**src/rtl/apb_rr_master.sv**
```systemverilog
// Round-robin APB master: shares one APB bus among NUM_REQ requesters, one SETUP+ACCESS per grant.
// Latency: accept at edge T -> SETUP T+1, ACCESS T+2, rsp_valid pulse T+3; one transfer per 2 cycles sustained.
// Backpressure: req_ready is a combinational one-hot grant, only offered in IDLE or ACCESS.
module apb_rr_master #(
   parameter int NUM_REQ = 2,
   parameter int ADDR_W  = 32,
   parameter int DATA_W  = 32
) (
   input  logic                        pclk,
   input  logic                        presetn,
   input  logic [NUM_REQ-1:0]          req_valid,
   input  logic [NUM_REQ-1:0]          req_write,
   input  logic [NUM_REQ*ADDR_W-1:0]   req_addr,
   input  logic [NUM_REQ*DATA_W-1:0]   req_wdata,
   output logic [NUM_REQ-1:0]          req_ready,
   output logic [NUM_REQ-1:0]          rsp_valid,
   output logic [DATA_W-1:0]           rsp_rdata,
   output logic                        busy,
   output logic [ADDR_W-1:0]           paddr,
   output logic                        psel,
   output logic                        penable,
   output logic                        pwrite,
   output logic [DATA_W-1:0]           pwdata,
   input  logic [DATA_W-1:0]           prdata
);

   localparam int PTR_W = (NUM_REQ > 1) ? $clog2(NUM_REQ) : 1;

   typedef enum logic [1:0] {
      IDLE   = 2'd0,
      SETUP  = 2'd1,
      ACCESS = 2'd2
   } state_t;

   typedef struct packed {
      logic [ADDR_W-1:0] addr;
      logic              write;
      logic [DATA_W-1:0] wdata;
   } xfer_t;

   state_t               state;
   state_t               state_nxt;
   logic [PTR_W-1:0]     ptr;
   logic [PTR_W-1:0]     owner;
   logic [PTR_W-1:0]     grant_idx;
   logic                 grant_any;
   logic [NUM_REQ-1:0]   win;
   logic [2*NUM_REQ-1:0] valid_dbl;
   logic                 accept_en;
   logic                 accept;
   xfer_t                sel;

   assign valid_dbl = {req_valid, req_valid};

   // Scan the doubled valid vector over the window [ptr, ptr+NUM_REQ); descending
   // order lets the candidate closest to ptr overwrite the others.
   always_comb begin
      grant_any = 1'b0;
      grant_idx = '0;
      for (int j = 2*NUM_REQ-1; j >= 0; j--) begin
         if (valid_dbl[j] && (j >= int'(ptr)) && (j < int'(ptr) + NUM_REQ)) begin
            grant_any = 1'b1;
            grant_idx = (j >= NUM_REQ) ? PTR_W'(j - NUM_REQ) : PTR_W'(j);
         end
      end
   end

   always_comb begin
      win = '0;
      sel = '0;
      for (int j = 0; j < NUM_REQ; j++) begin
         win[j] = grant_any && (grant_idx == PTR_W'(j));
         if (grant_idx == PTR_W'(j)) begin
            sel.addr  = req_addr[j*ADDR_W +: ADDR_W];
            sel.write = req_write[j];
            sel.wdata = req_wdata[j*DATA_W +: DATA_W];
         end
      end
   end

   assign accept_en = presetn && ((state == IDLE) || (state == ACCESS));
   assign req_ready = accept_en ? win : '0;
   assign accept    = accept_en && grant_any;

   always_ff @(posedge pclk) begin
      if (!presetn) begin
         state <= IDLE;
      end else begin
         state <= state_nxt;
      end
   end

   always_comb begin
      state_nxt = state;
      case (state)
         IDLE:    state_nxt = accept ? SETUP : IDLE;
         SETUP:   state_nxt = ACCESS;
         ACCESS:  state_nxt = accept ? SETUP : IDLE;
         default: state_nxt = IDLE;
      endcase
   end

   // Bus strobes are registered from the next state so they line up with the FSM.
   always_ff @(posedge pclk) begin
      if (!presetn) begin
         psel      <= 1'b0;
         penable   <= 1'b0;
         busy      <= 1'b0;
         paddr     <= '0;
         pwrite    <= 1'b0;
         pwdata    <= '0;
         owner     <= '0;
         ptr       <= '0;
         rsp_valid <= '0;
         rsp_rdata <= '0;
      end else begin
         psel    <= (state_nxt != IDLE);
         penable <= (state_nxt == ACCESS);
         busy    <= (state_nxt != IDLE);
         if (accept) begin
            paddr  <= sel.addr;
            pwrite <= sel.write;
            pwdata <= sel.write ? sel.wdata : '0;
            owner  <= grant_idx;
            ptr    <= (grant_idx == PTR_W'(NUM_REQ-1)) ? '0 : grant_idx + 1'b1;
         end
         rsp_valid <= '0;
         if (state == ACCESS) begin
            rsp_valid <= NUM_REQ'(1) << owner;
            rsp_rdata <= pwrite ? '0 : prdata;
         end
      end
   end

endmodule
```
**config.mk**
```make
export PLATFORM = sky130hd
export DESIGN_NAME = apb_rr_master
export DESIGN_NICKNAME = d
export VERILOG_FILES = /design/src/rtl/apb_rr_master.sv
export SDC_FILE = /design/constraint.sdc
export NUM_CORES = 1
export LEC_CHECK = 0
export BUFFER_PORTS_ARGS = -buffer_cell sky130_fd_sc_hd__buf_2
export CAP_MARGIN = 30
export CORE_MARGIN = 5
export CORE_UTILIZATION = 43
export CTS_CLUSTER_DIAMETER = 80
export CTS_CLUSTER_SIZE = 20
export DETAILED_ROUTE_END_ITERATION = 6
export GPL_ROUTABILITY_DRIVEN = 0
export PLACE_DENSITY = 0.9
export RECOVER_POWER = 25
export REMOVE_ABC_BUFFERS = 1
export SKIP_CTS_REPAIR_TIMING = 1
export SYNTH_ARGS = -nofsm -noshare
export SYNTH_HDL_FRONTEND = slang
export SYNTH_SLANG_ARGS = --single-unit
```
**constraint.sdc**
```tcl
create_clock -name pclk -period 1.9 [get_ports pclk]
set_clock_uncertainty 0.05 [all_clocks]
set_input_delay 0.38 -clock pclk [delete_from_list [all_inputs] [get_ports pclk]]
set_output_delay 0.38 -clock pclk [all_outputs]
set_load 0.02 [all_outputs]
```
==> results.json <==
{
  "fin_nets": 878,
  "ir_drop_v": 0.000475,
  "crit_slowest_cell": "dfxtp_2",
  "diodes": 0,
  "p_per_area_nw_per_um2": 803,
  "grt_pass1_wl_um": 21000,
  "drc": 0,
  "final_area_sq_um": 5930,
  "wl_um": 13000,
  "grt_max_degree": 103,
  "drive_gt1_frac": 0.367,
  "async_flop_share": 0,
  "synthAdderAreaFrac": 0,
  "rows": 36,
  "hold_path.class": "input port to flip-flop",
  "ys_seq_area_frac": 0.478,
  "whs_ns": 0.219,
  "cts.sinks": 104,
  "grt_overflow_total": 0,
  "worst_pin_slew_ns": 0.983,
  "synth_top_family_by_area": "compound AO/OA/AOI/OAI gates",
  "drv_cap": 0,
  "relSlewSlack": 0.345,
  "syn2layout_area_growth_pct": 36.2,
  "cp_num_buf_inv": 2,
  "critical_path.max_stage_delay_ns": 0.35,
  "ios": 270,
  "critPathKind": "flip-flop to output port",
  "ys.warnings.count": 0,
  "switching_power_mw": 1.32,
  "clkSlewWorstSetupHoldPaths_ns": 0.08,
  "power_frac_comb": 0.193,
  "start_util": 0.443,
  "min_period_ns": 1.83,
  "chipWidth_um": 111,
  "synthFlopType": "dfxtp_1",
  "synth.area.mux_share": 0.106,
  "p_clk_frac": 0.302,
  "io_buffers": 269,
  "slew_violations": 0,
  "fill_cells": 879,
  "end_kind": "output port",
  "syn_area_per_cell_sq_um": 9.48,
  "crit_chain": "nand2b_4 > a211oi_2 > buf_4 > buf_4",
  "power.leakage_nw": 2.80,
  "rsz0062_at_grt": "false",
  "hold_viol_final": 0,
  "numCtsBuffers": 9,
  "swShare": 0.276,
  "synth_compound_area_frac": 0.184,
  "cts.htree.levels": 3,
  "cpLargestDelayFamily": "flip-flops",
  "total_power_mw": 4.76,
  "drt-initial-drc-count": 285,
  "arrival_ns": 1.40,
  "vias": 4301,
  "max_freq_mhz": 548,
  "core_sq_um": 9820,
  "grt_pass1_vias": 4321,
  "crit_path_frequent_cell": "buf_4",
  "synth-simple-area-share": 0.177,
  "seqPwrFrac": 0.504,
  "placed_area_sq_um": 5760,
  "grt_antenna_before_repair": 0,
  "synth_cell_types": 33,
  "synth_xor_area_frac": 0,
  "track_usage": 0.203,
  "routed_via_density": 5.07,
  "setup_violations": 0,
  "period_share": 0.961,
  "dp_hpwl_um": 9720,
  "synth_edf_count": 0,
  "synthCells": 459,
  "internal_power_mw": 3.44,
  "ant_nets": 0,
  "avgRoutedWirePerCell_um": 15.3,
  "cts_tree": "done",
  "die-area_sq_um": 12200,
  "reg2reg_slack_ns": 0.27,
  "outcome": "finished clean",
  "first_pass_iters": 6,
  "ys_ff_latch": 104,
  "cts-root-buf": "clkbuf_8",
  "die_height_um": 111,
  "clock_path_buffers": 2,
  "worstPathMaxFanout": 6,
  "syn_area_sq_um": 4350,
  "crit_required_ns": 1.47,
  "clk_latency_ns": 0.35,
  "start_kind": "flip-flop"
}
## synth_stat cells (3+ instances only)
cell type | number | area (sq um)
a21boi_0 | 39 | 293
o21ai_0 | 17 | 85.1
buf_6 | 5 | 56.3
dfxtp_1 | 104 | 2080
mux2i_1 | 46 | 460
a22oi_1 | 18 | 135
nand2_1 | 53 | 199
clkbuf_1 | 17 | 63.8
buf_1 | 6 | 22.5
buf_2 | 8 | 40.0
o21ai_1 | 27 | 135
nand3b_1 | 32 | 240
inv_1 | 3 | 11.3
buf_4 | 6 | 45.0
a21boi_1 | 12 | 90.1
nand3_1 | 46 | 230
## logic make-up after synthesis
group                  Yosys count
flip-flops                     104
AND/OR/NAND/NOR                144
AO/OA/AOI/OAI                  120
buffers and inverters           45
multiplexers                    46
## cell usage in the layout, fill, tap and decap left out, drive strengths merged, types with 2 or more instances in the layout
cell and count:
nand3b 32, nor2 2, buf 238, dfxtp 104, a22oi 18, nor2b 2
inv 3, o21ai 46, clkbuf 57, a21boi 51, nand2b 3, nand3 46
mux2i 46, bufinv 2, nand2 54, clkinv 2
## state kept, by name, indices dropped and copies added (netlist names)
name,flops
rsp_rdata,32
pwrite,1
ptr,1
state,2
psel,1
pwdata,32
owner,1
paddr,32
rsp_valid,2
## worst paths after layout
kind,startpoint,to,depth (start not counted)
min reg2reg,paddr[3],paddr[3],2
max,state[0],req_ready[0],4
min,req_addr[7],paddr[7],3
max reg2reg,state[0],paddr[9],7
## power groups by stage
stage / Combinational (mW) / Sequential (mW) / Clock (mW)
floorplan: 0.312 / 2.61 / 0
global placement: 0.908 / 2.44 / 0
detailed placement: 0.938 / 2.45 / 0
CTS: 0.939 / 2.40 / 1.48
global route: 1.01 / 2.42 / 1.58
finish: 0.919 / 2.40 / 1.44
## tightest hold or removal path: stages
cell      delay [ns]
buf_2           0.10
nand2_1         0.05
a21boi_1        0.05
## cell type report
cell class                      count  area (sq um)  area share
Tap cell                          133           166      0.0281
Clock inverter                      4          70.1      0.0118
Clock buffer                       11           131      0.0222
Sequential cell                   104          2080       0.351
Timing Repair Buffer              284          1430       0.241
Inverter                            3          11.3     0.00190
Multi-Input combinational cell    310          2030       0.343
## through the flow
step           setup slack, ns  instances  TNS, ns  utilization
5_1_grt                0.00137        849        0        0.604
6_report                0.0737        849        0        0.604
3_3_place_gp             0.258        830        0        0.587
2_1_floorplan           -0.605        417   -32.26            -
3_5_place_dp             0.222        830        0        0.587
4_1_cts                -0.0271        845  -0.0271        0.607
## per-layer routing
metal / wire, um / track usage
met5: 0 / 0
met4: 317 / 0.0755
met3: 1150 / 0.0717
met2: 6480 / 0.350
met1: 5040 / 0.229
(Power assumes the default switching activity.)
